[src/rtl/fetch_pkg.sv]
// ---------------------------------------------------------------------------
// fetch_pkg
// Shared definitions for the instruction fetch unit: default PC width,
// instruction width, output buffer depth and the fetch control state type.
// ---------------------------------------------------------------------------
package fetch_pkg;

  localparam int DEF_PC_W  = 14;  // word-address width of the PC
  localparam int INST_W    = 32;  // instruction word width
  localparam int DEF_DEPTH = 2;   // output buffer entries

  typedef enum logic [1:0] {
    IDLE   = 2'd0,
    RUN    = 2'd1,
    HALTED = 2'd2
  } fetch_state_t;

endpackage

[src/rtl/fetch_fifo.sv]
// ---------------------------------------------------------------------------
// fetch_fifo
// Small FIFO holding fetched {inst, inst_pc} entries in program order.
// Ports:
//   clk, rst_n   clock, synchronous active-low reset
//   i_push       write i_data (ignored when full without a same-cycle pop)
//   i_pop        consume the head entry (ignored when empty)
//   i_flush      empty the FIFO; wins over push and pop
//   i_data       entry to write
//   o_data       head entry, zero when empty
//   o_valid      FIFO non-empty
//   o_count      number of valid entries
// ---------------------------------------------------------------------------
module fetch_fifo #(
  parameter  int W     = 46,
  parameter  int DEPTH = 2,
  localparam int CNT_W = $clog2(DEPTH + 1),
  localparam int PTR_W = (DEPTH > 1) ? $clog2(DEPTH) : 1
) (
  input  logic             clk,
  input  logic             rst_n,
  input  logic             i_push,
  input  logic             i_pop,
  input  logic             i_flush,
  input  logic [W-1:0]     i_data,
  output logic [W-1:0]     o_data,
  output logic             o_valid,
  output logic [CNT_W-1:0] o_count
);

  logic [W-1:0]     r_mem [DEPTH];
  logic [PTR_W-1:0] r_rd_ptr;
  logic [PTR_W-1:0] r_wr_ptr;
  logic [CNT_W-1:0] r_count;
  logic             w_push;
  logic             w_pop;

  function automatic logic [PTR_W-1:0] ptr_inc(input logic [PTR_W-1:0] p);
    return (p == PTR_W'(DEPTH - 1)) ? '0 : p + PTR_W'(1);
  endfunction

  assign w_pop  = i_pop & (r_count != '0);
  assign w_push = i_push & ((r_count != CNT_W'(DEPTH)) | w_pop);

  // NOTE: state registers use non-blocking assignments so every flop samples
  // pre-edge values regardless of the order processes are evaluated in.
  always_ff @(posedge clk) begin
    if (!rst_n || i_flush) begin
      r_rd_ptr <= '0;
      r_wr_ptr <= '0;
      r_count  <= '0;
    end else begin
      if (w_push) r_wr_ptr <= ptr_inc(r_wr_ptr);
      if (w_pop)  r_rd_ptr <= ptr_inc(r_rd_ptr);
      case ({w_push, w_pop})
        2'b10:   r_count <= r_count + CNT_W'(1);
        2'b01:   r_count <= r_count - CNT_W'(1);
        default: r_count <= r_count;
      endcase
    end
  end

  // NOTE: the storage array is deliberately not reset; an entry is only ever
  // read after a push has written it, and the output is zeroed when empty.
  always_ff @(posedge clk) begin
    if (w_push && !i_flush) r_mem[r_wr_ptr] <= i_data;
  end

  assign o_valid = (r_count != '0);
  assign o_data  = o_valid ? r_mem[r_rd_ptr] : '0;
  assign o_count = r_count;

endmodule

[src/rtl/fetch_unit.sv]
// ---------------------------------------------------------------------------
// fetch_unit
// Instruction fetch front end: owns the PC, issues one-cycle-latency reads to
// instruction memory, and buffers responses for decode. A redirect loads a
// new PC, flips the epoch bit and flushes the buffer so that no response
// fetched down the old path is ever delivered.
// Ports:
//   clk, rst_n           clock, synchronous active-low reset
//   new_pc, redirect     redirect target and strobe (wins over fetch)
//   halt                 stop issuing fetches; buffered data still drains
//   pc                   current fetch PC
//   imem_req, imem_addr  instruction memory read strobe and word address
//   imem_rdata           read data, valid the cycle after imem_req
//   inst_valid/ready     handshake with decode
//   inst, inst_pc        head instruction and its word address
// ---------------------------------------------------------------------------
module fetch_unit
  import fetch_pkg::*;
#(
  parameter int PC_W  = DEF_PC_W,
  parameter int DEPTH = DEF_DEPTH
) (
  input  logic              clk,
  input  logic              rst_n,
  input  logic [PC_W-1:0]   new_pc,
  input  logic              redirect,
  input  logic              halt,
  output logic [PC_W-1:0]   pc,
  output logic              imem_req,
  output logic [PC_W-1:0]   imem_addr,
  input  logic [INST_W-1:0] imem_rdata,
  output logic              inst_valid,
  input  logic              inst_ready,
  output logic [INST_W-1:0] inst,
  output logic [PC_W-1:0]   inst_pc
);

  localparam int CNT_W = $clog2(DEPTH + 1);
  localparam int OCC_W = CNT_W + 1;
  localparam int ENT_W = INST_W + PC_W;

  fetch_state_t r_state;
  fetch_state_t w_state_nxt;

  logic [PC_W-1:0]  r_pc;
  logic             r_epoch;
  logic             r_inflight;
  logic [PC_W-1:0]  r_inflight_pc;
  logic             r_inflight_epoch;

  logic             w_fetch;
  logic             w_pop;
  logic             w_push;
  logic             w_room;
  logic [OCC_W-1:0] w_occ;
  logic [CNT_W-1:0] w_count;
  logic [ENT_W-1:0] w_head;

  // Slots committed = buffered + in flight, less the entry leaving this
  // cycle; this lets a full-rate stream issue every cycle with DEPTH=2.
  assign w_pop  = inst_valid & inst_ready;
  assign w_occ  = {1'b0, w_count} + OCC_W'(r_inflight) - OCC_W'(w_pop);
  assign w_room = (w_occ < OCC_W'(DEPTH));

  always_ff @(posedge clk) begin
    if (!rst_n) r_state <= IDLE;
    else        r_state <= w_state_nxt;
  end

  // NOTE: every always_comb output gets a default first so no path leaves it
  // unassigned, which would otherwise infer a latch.
  always_comb begin
    w_state_nxt = r_state;
    w_fetch     = 1'b0;
    case (r_state)
      IDLE:    w_state_nxt = RUN;
      RUN: begin
        w_fetch = ~halt & ~redirect & w_room;
        if (halt) w_state_nxt = HALTED;
      end
      HALTED:  if (!halt) w_state_nxt = RUN;
      default: w_state_nxt = IDLE;
    endcase
  end

  always_ff @(posedge clk) begin
    if (!rst_n) begin
      r_pc             <= '0;
      r_epoch          <= 1'b0;
      r_inflight       <= 1'b0;
      r_inflight_pc    <= '0;
      r_inflight_epoch <= 1'b0;
    end else begin
      if (redirect)     r_pc <= new_pc;
      else if (w_fetch) r_pc <= r_pc + PC_W'(1);
      if (redirect)     r_epoch <= ~r_epoch;
      r_inflight <= w_fetch;
      if (w_fetch) begin
        r_inflight_pc    <= r_pc;
        r_inflight_epoch <= r_epoch;
      end
    end
  end

  // A response is kept only if it was fetched in the current epoch and no
  // flush is happening in the cycle it arrives.
  assign w_push = r_inflight & (r_inflight_epoch == r_epoch) & ~redirect;

  fetch_fifo #(
    .W     (ENT_W),
    .DEPTH (DEPTH)
  ) u_fifo (
    .clk     (clk),
    .rst_n   (rst_n),
    .i_push  (w_push),
    .i_pop   (w_pop),
    .i_flush (redirect),
    .i_data  ({imem_rdata, r_inflight_pc}),
    .o_data  (w_head),
    .o_valid (inst_valid),
    .o_count (w_count)
  );

  assign pc        = r_pc;
  assign imem_req  = w_fetch;
  assign imem_addr = r_pc;
  assign inst      = w_head[ENT_W-1:PC_W];
  assign inst_pc   = w_head[PC_W-1:0];

endmodule

[config.mk]
export PLATFORM = sky130hd
export DESIGN_NAME = fetch_unit
export DESIGN_NICKNAME = d
export VERILOG_FILES = /design/src/rtl/fetch_pkg.sv /design/src/rtl/fetch_fifo.sv /design/src/rtl/fetch_unit.sv
export SDC_FILE = /design/constraint.sdc
export NUM_CORES = 1
export LEC_CHECK = 0
export BUFFER_PORTS_ARGS = -buffer_cell sky130_fd_sc_hd__buf_2
export CAP_MARGIN = 20
export CORE_ASPECT_RATIO = 0.5
export CORE_MARGIN = 4
export CORE_UTILIZATION = 58
export DETAILED_ROUTE_END_ITERATION = 8
export PLACE_DENSITY = 0.85
export SKIP_LAST_GASP = 1
export SYNTH_ARGS = -nofsm -noshare
export SYNTH_HDL_FRONTEND = slang
export SYNTH_HIERARCHICAL = 1
export SYNTH_SLANG_ARGS = --single-unit
[constraint.sdc]
create_clock -name clk -period 10.3 [get_ports clk]
set_clock_uncertainty 0.1 [all_clocks]
set_input_delay 1.545 -clock clk [delete_from_list [all_inputs] [get_ports clk]]
set_output_delay 1.545 -clock clk [all_outputs]
set_load 0.02 [all_outputs]
==> results.ini <==
[run_status]
outcome = finished clean

[hold_path]
hold_path_startpoint = r_inflight_pc[4]
whs_endpoint = u_fifo/r_mem[1][4]
hp-class = reg2reg
min_path_cells = 0

[route]
drc = 0
final_antenna_net_count = 0
drtIter0Drc = 225
dr_total_vias = 3642
via_per_inst = 5.396
wl_per_cell_um = 16.43
wl_um = 11090
drt_pre_antenna_iters = 5

[sta]
max_clock_freq_mhz = 149.2
maxSlewHeadroom_pct = 29.73
hold_viol_final = 0
fin_crit_sh_pct = 65.06
setup_viol = 0
tightest_slew_ns = 1.052
rsz0062_at_grt = false
setup_tns_ns = 0
period_minus_slack_ns = 6.701
slew_viol_final = 0

[finish]
final_cell_area_um2 = 6553
final_nets = 599
layout-drive-gt1-share_pct = 29.93
final_common_cell = buf_2
area_delta_synth_final_pct = 20.75
layout_common_cells = 126 x buf_2, 92 x edfxtp_1, 55 x nor2_1
n_antenna_cell = 0

[critical_path]
critPathTopFamily = simple AND/OR/NAND/NOR gates
reg2reg_to = imem_addr[13]
start_kind = register
worst_setup_path_end_kind = primary output
critPathBufInv = 3
r2r_start = u_fifo/o_count[1]
path_cells = nor2_4, inv_1, and2_1, ha_1, nand2b_1, fa_1, and2_1, nand4_2, inv_1, buf_2
critPathArrivalTime_ns = 5.06
r2r_cells = 11
cp.required_ns = 8.66
worstSetupPathType = reg2out
slowest_stage = inv_1
critPathMaxStageDelay_ns = 0.92
reg2reg_slack_ns = 5.20
critPathMaxFanout = 47

[yosys]
ys_async_sr_fraction_pct = 0
synth_area_um2 = 5426
postSynthCellCount = 433
ys_types = 50
seq_area_frac_synth_pct = 64.93
synth_edf_count = 92
ys_warn_count = 6
synth_top_area_cell = edfxtp_1
synth.area.top_cells = edfxtp_1 51%, dfxtp_1 14%, mux2i_1 8.7%
syn_avg_cell_area_um2 = 12.53
synth-seq-cells = 130
syn_nets = 487
synth_ff_type = edfxtp_1
yosysTopAreaCellShare_pct = 50.91

[clock_tree]
cts_buffers = 17
holdBufCountCts = 0
ctsHtreeMaxLevel = 4
cts_tree = done
clk_path_buf_depth = 2
clk_latency_ns = 0.41
root_buffer = clkbuf_16
cts_resized = 0
clk_pin_slew_worst_paths_ns = 0.05
cts_sinks = 130
postCtsSetupBuffers = 0

[floorplanning]
core-area_um2 = 8919
dieArea_um2 = 11060
placementRows = 24
start_util_pct = 60.84
die_h_um = 76.40
boundaryPins = 127
die_w_um = 144.8

[global_route]
met2_usage_pct = 32.95
gr-usage-met3_pct = 4.953
grt_max_degree = 48
grt-ovfl-total = 0
grt_pass1_wl_um = 17880
first_global_vias = 3670
met1_usage_pct = 27.11
antenna_found_initial = 0
grt_usage_pct = 20.69
grt_most_used_layer = met2

[placed_design]
gp_congestion = 0.7984
io_buffer_count = 126
dp_hpwl_um = 7001
dpl_cell_area_um2 = 5992

[power]
finalPower_mw = 1.180
power.leakage_nw = 2.494
max-vdd-ir-drop_v = 0.0001152
p_per_area_nw_per_um2 = 180.1

[run]
maxCapViolCount = 0

-- synth_stat cells, types with 5 or more instances --
| master | instances |
|---|---|
| a21oi_1 | 23 |
| a31oi_1 | 5 |
| buf_4 | 21 |
| dfxtp_1 | 38 |
| edfxtp_1 | 92 |
| inv_1 | 8 |
| mux2i_1 | 47 |
| nand2_1 | 49 |
| nor2_1 | 56 |
| nor3_1 | 6 |
| o22ai_1 | 5 |
| xnor2_1 | 5 |
-- worst max path at each step --
stage          cells past startpoint               from  slack, ns            endpoint
2_1_floorplan                      5           redirect       4.35  u_fifo/r_mem[0][0]
3_3_place_gp                       9         inst_ready       3.99            imem_req
3_5_place_dp                       9         inst_ready       3.94            imem_req
4_1_cts                           10  u_fifo/o_count[1]       3.60            imem_req
5_1_grt                           10  u_fifo/o_count[1]       3.23            imem_req
6_report                          10  u_fifo/o_count[1]       3.60            imem_req
-- kinds of logic after synthesis --
family          share of synthesized area, %
flops                                  64.93
buf+inv                                5.418
xor+xnor                               1.591
simple gates                           11.02
mux                                    8.946
fa+ha+maj                             0.8300
compound gates                         7.263
-- power by group --
group	leakage, nW	internal (mW)	switching, mW
Sequential	1.11	0.564	0.00870
Combinational	1.10	0.0205	0.0314
Clock	0.278	0.355	0.200
Total	2.49	0.940	0.240
-- registers in the layout, indices dropped and copies added, names as in the netlist, named ones only --
register          cells
imem_addr            14
r_epoch               1
r_inflight            1
r_inflight_epoch      1
r_inflight_pc        14
r_state               2
u_fifo/o_count        2
u_fifo/r_mem         92
u_fifo/r_rd_ptr       1
u_fifo/r_wr_ptr       1
-- layout make-up --
class | count | area (um^2)
clock buffer | 27 | 536.8
clock inverter | 5 | 23.77
fill | 586 | 2366
inverter | 11 | 41.29
multi-input combinational | 256 | 1627
sequential | 130 | 3525
tap | 117 | 146.4
timing repair buffer | 129 | 653.1
-- routing by layer --
layer / wire (um) / vias to the layer above
li1: - / 1770
met1: 4767 / 1701
met2: 5361 / 155
met3: 790 / 16
met4: 168 / 0
met5: 0 / -
-- stage by stage --
stage | hold slack, ns | utilization, % | std cells | worst slack (ns)
after floorplan | 0.3254 | - | 433 | 4.349
after global placement | 0.3337 | 67.19 | 643 | 3.988
after detailed placement | 0.3475 | 67.19 | 643 | 3.942
after CTS | 0.3570 | 73.47 | 675 | 3.600
after global routing | 0.3735 | 73.47 | 675 | 3.235
final | 0.3635 | 73.47 | 675 | 3.599
(Power assumes the default switching activity.)
